[src/rtl/calculator_ops.sv]
// ============================================================================
// Module      : calculator_ops
// Description : W-bit accumulator calculator (add/sub/and, shift-add multiply)
//               with ready handshake and overflow flag. Multiplier is built
//               only when CALC_MUL_EN is defined.
// Revision    : 1.0 - initial release
// ============================================================================
`default_nettype none

module calculator_ops #(
    parameter int W = 8
) (
    input  logic         clk,
    input  logic         reset,
    input  logic         load,
    input  logic         calc,
    input  logic [1:0]   op,
    input  logic [W-1:0] in,
    output logic         ready,
    output logic [W-1:0] out,
    output logic         ovf
);

    localparam logic [1:0] c_OP_ADD = 2'b00;
    localparam logic [1:0] c_OP_SUB = 2'b01;
    localparam logic [1:0] c_OP_AND = 2'b11;

    logic [W-1:0] r_out;
    logic         r_ovf;
    logic [W:0]   w_sum;
    logic [W:0]   w_diff;
    logic [W-1:0] w_cmd_out;
    logic         w_cmd_ovf;
`ifdef CALC_MUL_EN
    logic         w_cmd_mul;
`endif

    assign out    = r_out;
    assign ovf    = r_ovf;
    assign w_sum  = {1'b0, r_out} + {1'b0, in};
    // MSB of the widened difference is the borrow (A < in)
    assign w_diff = {1'b0, r_out} - {1'b0, in};

    // Result of a single-cycle command as it would be applied in IDLE
    always_comb begin
        w_cmd_out = r_out;
        w_cmd_ovf = r_ovf;
`ifdef CALC_MUL_EN
        w_cmd_mul = 1'b0;
`endif
        if (load) begin
            w_cmd_out = in;
            w_cmd_ovf = 1'b0;
        end else if (calc) begin
            case (op)
                c_OP_ADD: begin
                    w_cmd_out = w_sum[W-1:0];
                    w_cmd_ovf = w_sum[W];
                end
                c_OP_SUB: begin
                    w_cmd_out = w_diff[W-1:0];
                    w_cmd_ovf = w_diff[W];
                end
                c_OP_AND: begin
                    w_cmd_out = r_out & in;
                    w_cmd_ovf = 1'b0;
                end
                default: begin
`ifdef CALC_MUL_EN
                    w_cmd_mul = 1'b1;
`else
                    w_cmd_ovf = 1'b0;
`endif
                end
            endcase
        end
    end

`ifdef CALC_MUL_EN
    localparam int CW = $clog2(W + 1);

    typedef enum logic {
        S_IDLE = 1'b0,
        S_MUL  = 1'b1
    } state_t;

    state_t         r_state, w_state_nxt;
    logic [2*W-1:0] r_m, w_m_nxt;
    logic [2*W-1:0] r_p, w_p_nxt, w_p_acc;
    logic [W-1:0]   r_q, w_q_nxt;
    logic [CW-1:0]  r_cnt, w_cnt_nxt;
    logic [W-1:0]   w_out_nxt;
    logic           w_ovf_nxt;

    assign ready   = (r_state == S_IDLE);
    assign w_p_acc = r_q[0] ? (r_p + r_m) : r_p;

    always_comb begin
        w_state_nxt = r_state;
        w_m_nxt     = r_m;
        w_p_nxt     = r_p;
        w_q_nxt     = r_q;
        w_cnt_nxt   = r_cnt;
        w_out_nxt   = r_out;
        w_ovf_nxt   = r_ovf;
        case (r_state)
            S_IDLE: begin
                w_out_nxt = w_cmd_out;
                w_ovf_nxt = w_cmd_ovf;
                if (w_cmd_mul) begin
                    w_m_nxt     = {{W{1'b0}}, r_out};
                    w_q_nxt     = in;
                    w_p_nxt     = '0;
                    w_cnt_nxt   = CW'(W);
                    w_state_nxt = S_MUL;
                end
            end
            S_MUL: begin
                w_p_nxt   = w_p_acc;
                w_m_nxt   = r_m << 1;
                w_q_nxt   = r_q >> 1;
                w_cnt_nxt = r_cnt - 1'b1;
                if (r_cnt == CW'(1)) begin
                    w_out_nxt   = w_p_acc[W-1:0];
                    w_ovf_nxt   = |w_p_acc[2*W-1:W];
                    w_state_nxt = S_IDLE;
                end
            end
            default: w_state_nxt = S_IDLE;
        endcase
    end

    always_ff @(posedge clk or posedge reset) begin
        if (reset) begin
            r_state <= S_IDLE;
            r_m     <= '0;
            r_p     <= '0;
            r_q     <= '0;
            r_cnt   <= '0;
            r_out   <= '0;
            r_ovf   <= 1'b0;
        end else begin
            r_state <= w_state_nxt;
            r_m     <= w_m_nxt;
            r_p     <= w_p_nxt;
            r_q     <= w_q_nxt;
            r_cnt   <= w_cnt_nxt;
            r_out   <= w_out_nxt;
            r_ovf   <= w_ovf_nxt;
        end
    end
`else
    assign ready = 1'b1;

    always_ff @(posedge clk or posedge reset) begin
        if (reset) begin
            r_out <= '0;
            r_ovf <= 1'b0;
        end else begin
            r_out <= w_cmd_out;
            r_ovf <= w_cmd_ovf;
        end
    end
`endif

endmodule

`default_nettype wire

[config.mk]
export PLATFORM = sky130hd
export DESIGN_NAME = calculator_ops
export DESIGN_NICKNAME = d
export VERILOG_FILES = /design/src/rtl/calculator_ops.sv
export SDC_FILE = /design/constraint.sdc
export NUM_CORES = 1
export LEC_CHECK = 0
export CORE_MARGIN = 1
export CORE_UTILIZATION = 47
export DETAILED_ROUTE_END_ITERATION = 8
export PLACE_DENSITY = 0.76
export SYNTH_ARGS = -nofsm -noshare
export SYNTH_HDL_FRONTEND = slang
export SYNTH_SLANG_ARGS = --single-unit
[constraint.sdc]
create_clock -name clk -period 1.8 [get_ports clk]
set_input_delay 0.27 -clock clk [delete_from_list [all_inputs] [get_ports clk]]
set_output_delay 0.27 -clock clk [all_outputs]
set_load 0.1 [all_outputs]
==> results.tsv <==
stage	metric	value	unit
sta	worst clock skew	0.0154	ns
yosys	most common cell in the synthesized netlist	sky130_fd_sc_hd__nor2_1	
cells_and_area	nets@finish	272	
sta	Max Clk Rate	485	MHz
global_route	maximum number of pins on one net before global-route repair	13	
placed_design	placed cell count	260	
cts	Skew-Pair Late Insertion Delay	0.29	ns
pwr	ratio of total power to cell area	748	nW/um^2
run_status	violated checks	setup timing	
global_route	total congestion overflow after global routing	0	
worst_setup_path	register-to-register setup slack	-0.26	ns
cts	sink count of the clock tree	9	
yosys	portion of the post-synthesis area used by sequential elements	17.2	%
routing	drt first pass iters	7	
worst_setup_path	endpoint class of the critical path	flop	
yosys	synth top area cells	sky130_fd_sc_hd__dfrtp_1, sky130_fd_sc_hd__ha_1, sky130_fd_sc_hd__nor2_1	
sta	Slew Limit Fails	0	
placed_design	detailed placement HPWL	3260	um
yosys	share of synthesized registers carrying an async set or reset	100	%
pwr	P_sw	819	uW
routing	remaining antenna violation count after routing	0	
placed_design	number of buffer cells added on primary ports	22	
sta	min cycle time layout	2.06	ns
yosys	cell area after technology mapping	1310	um^2
cells_and_area	fraction of layout instances using a drive strength above 1	45.6	%
pwr	combinational share of power	72.9	%
floorplanning	starting utilization of the core area	51.3	%
pwr	clock share of power	10.7	%
routing	met3 wirelength from detailed routing	544	um
floorplanning	die area	2990	um^2
routing	DRC	0	
worst_setup_path	capturing point of the worst reg2reg path	out[7]$_DFFE_PP0P_	
yosys	Syn Inst Count	174	
cells_and_area	diodes inserted	0	
worst_setup_path	Reg2Reg Depth	8	
cts	Root Driver	sky130_fd_sc_hd__clkbuf_4	
cells_and_area	# fillers	122	
cells_and_area	final standard cell area without fillers	2240	um^2
cts	Bufs on Longest Clock Path	2	
worst_setup_path	startpoint types	flop	
worst_setup_path	maximum fanout count along the critical path	4	
floorplanning	Core Box Area	2540	um^2
yosys	largest area contributor in the netlist	sky130_fd_sc_hd__dfrtp_1	
yosys	synth cell count leaders	sky130_fd_sc_hd__nor2_1, sky130_fd_sc_hd__inv_1, sky130_fd_sc_hd__ha_1, sky130_fd_sc_hd__nand2_1, sky130_fd_sc_hd__a21oi_1	
flow_run	max capacitance violation total	0	
sta	RSZ-0062 raised after global routing	yes	
cells_and_area	area of all sequential standard cells	251	um^2
sta	count of endpoints failing setup in the final report	8	
routing	WL final	5860	um
worst_setup_path	data required time at the worst endpoint	1.96	ns
yosys	total of warnings raised by yosys	0	
sta	ratio of final minimum period to clock period	115	%
routing	routed wire length on met2	2830	um
routing	via total after detailed routing	1807	
sta	number of hold-slack violations in the final timing report	0	
yosys	number of register bits inferred by synthesis	9	
cells_and_area	total area of multi-input combinational cells	1210	um^2
placed_design	Placer Congestion	0.904	
run_status	run status	complete, but fails checks	
worst_setup_path	type of the worst setup path	flop to flop	
routing	DR top layer	met4	
yosys	Mapped Nets	206	
global_route	number of antenna violations at the first check in global routing	0	
pwr	net switching fraction of the power	49.0	%
floorplanning	die width	54.7	um
cts	number of CTS-inserted buffers	3	
worst_setup_path	launching point of the worst reg2reg path	out[4]$_DFFE_PP0P_	
yosys	count of distinct cell types in the synthesized netlist	47	
cts	clock slew seen by the registers of the worst setup and hold paths	0.08	ns
cells_and_area	Area Growth Syn to Fin	71.3	%
global_route	all-layer global routing usage	34.5	%
cts	number of levels in the clock H-tree	1	
global_route	first-pass GRT wire length	7150	um
cts	TritonCTS clock tree	yes	
pwr	largest vdd supply drop	0.672	mV
pwr	share of power burned in registers	16.4	%
floorplanning	num rows	18	
routing	number of vias per cell after detailed routing	6.72	
yosys	Most used DFF post-synth	sky130_fd_sc_hd__dfrtp_1	
yosys	count of flip-flops with a built-in enable after synthesis	0	
cells_and_area	Layout Cells excl Fill	269	
pwr	power after layout	1.67	mW
pwr	internal cell power	854	uW
global_route	via count of the first global-routing pass	1561	
sta	final worst setup slack	-0.262	ns
placed_design	pre-CTS setup slack	-0.581	ns
floorplanning	count of pins on the block boundary	24	
min_path	Min-Delay Path Class	input pin to asynchronous set/reset pin	
yosys	Syn Area/Cell	7.51	um^2
pwr	Pleak	0.980	nW
sta	worst-case hold slack	0.283	ns
routing	DRC violation total after the first TritonRoute iteration	126	
placed_design	placed cell areas	2040	um^2
routing	routed metal-1 wirelength	2110	um
floorplanning	die span in y	54.7	um
yosys	fraction of post-synthesis cell area in the top cell type by area	17.2	%
routing	drt wl/cell	21.8	um
worst_setup_path	Crit path arrival time	2.22	ns
==> metrics by stage <==
step	setup TNS, ns	utilization [%]
finish	-1.33	87.9
global route	-1.89	87.9
CTS	-0.484	84.6
detailed placement	-3.63	80.3
global placement	-3.07	80.3
floorplan	-0.880	-
==> cell type report <==
type	count	area share, %
Clock buffer	4	1.17
Sequential cell	9	11.2
Multi-Input combinational cell	140	54.1
Inverter	17	2.96
Timing Repair Buffer	69	28.9
Tap cell	30	1.68
==> cell usage in the layout, fill, tap and decap left out, drive strengths merged, types with 4 or more instances in the layout <==
cell type | synthesis | routed
dlygate4sd2 | 0 | 4
ha | 16 | 16
a21oi | 13 | 13
nor2b | 5 | 5
clkbuf | 4 | 4
o21ai | 12 | 12
nor2 | 19 | 19
nand2b | 6 | 6
nor3 | 4 | 4
buf | 4 | 56
dfrtp | 9 | 9
clkdlybuf4s50 | 0 | 9
o221ai | 4 | 4
inv | 17 | 17
nand2 | 15 | 15
==> layer usage <==
layer  vias to the layer above  track usage, %
met4                         0            17.1
met1                       826            41.3
met5                         -               0
met2                       167            56.8
met3                        66            8.33
li1                        748               -
==> sequential cells by signal (all words and copies together), names as in the netlist <==
| register | flops |
|---|---|
| out | 8 |
| ovf | 1 |
==> power groups by stage <==
| stage | combinational (mW) | clock [mW] | sequential, mW |
|---|---|---|---|
| 5_1_grt | 1.27 | 0.186 | 0.277 |
| 4_1_cts | 1.07 | 0.177 | 0.272 |
| 6_report | 1.22 | 0.179 | 0.274 |
| 2_1_floorplan | 0.436 | 0 | 0.463 |
| 3_5_place_dp | 1.01 | 0 | 0.275 |
| 3_3_place_gp | 0.978 | 0 | 0.273 |
==> repair_timing <==
item / CTS / global route
buffers inserted: 3 / 2
gates resized for setup: 17 / 16
pin swaps: 22 / 13
setup endpoints to repair: 8 / 8
hold buffers: 0 / 0
cloned: 0 / 0
==> worst max-delay path by stage <==
stage / slack [ns] / cells after the start / end / from
5_1_grt: -0.32 / 9 / ovf$_DFFE_PP0P_ / in[3]
3_5_place_dp: -0.58 / 9 / ovf$_DFFE_PP0P_ / in[0]
4_1_cts: -0.13 / 9 / out[6]$_DFFE_PP0P_ / out[0]$_DFFE_PP0P_
6_report: -0.26 / 8 / out[7]$_DFFE_PP0P_ / out[4]$_DFFE_PP0P_
2_1_floorplan: -0.25 / 9 / out[6]$_DFFE_PP0P_ / out[0]$_DFFE_PP0P_
3_3_place_gp: -0.47 / 9 / ovf$_DFFE_PP0P_ / in[0]
==> critical path, cell delays in order (launching register included) <==
cell and delay [ns]:
sky130_fd_sc_hd__dfrtp_4 0.49, sky130_fd_sc_hd__ha_4 0.24, sky130_fd_sc_hd__buf_4 0.16, sky130_fd_sc_hd__nor3_4 0.18
sky130_fd_sc_hd__o31ai_2 0.12, sky130_fd_sc_hd__a31oi_2 0.23, sky130_fd_sc_hd__xor2_1 0.21, sky130_fd_sc_hd__o221ai_1 0.17
sky130_fd_sc_hd__o311a_1 0.13
==> kinds of logic (layout without fill, tap and decap cells) <==
group | after synthesis | after routing | share of synthesized area [%]
AND/OR/NAND/NOR | 58 | 58 | 21.5
XOR/XNOR | 4 | 4 | 2.68
multiplexers | 3 | 3 | 2.30
AO/OA/AOI/OAI | 56 | 56 | 29.7
other | 1 | 1 | 0.287
buffers and inverters | 25 | 90 | 7.95
adder cells (fa/ha/maj) | 18 | 18 | 18.4
flip-flops | 9 | 9 | 17.2
No activity file was read; power rests on OpenSTA's default activity.
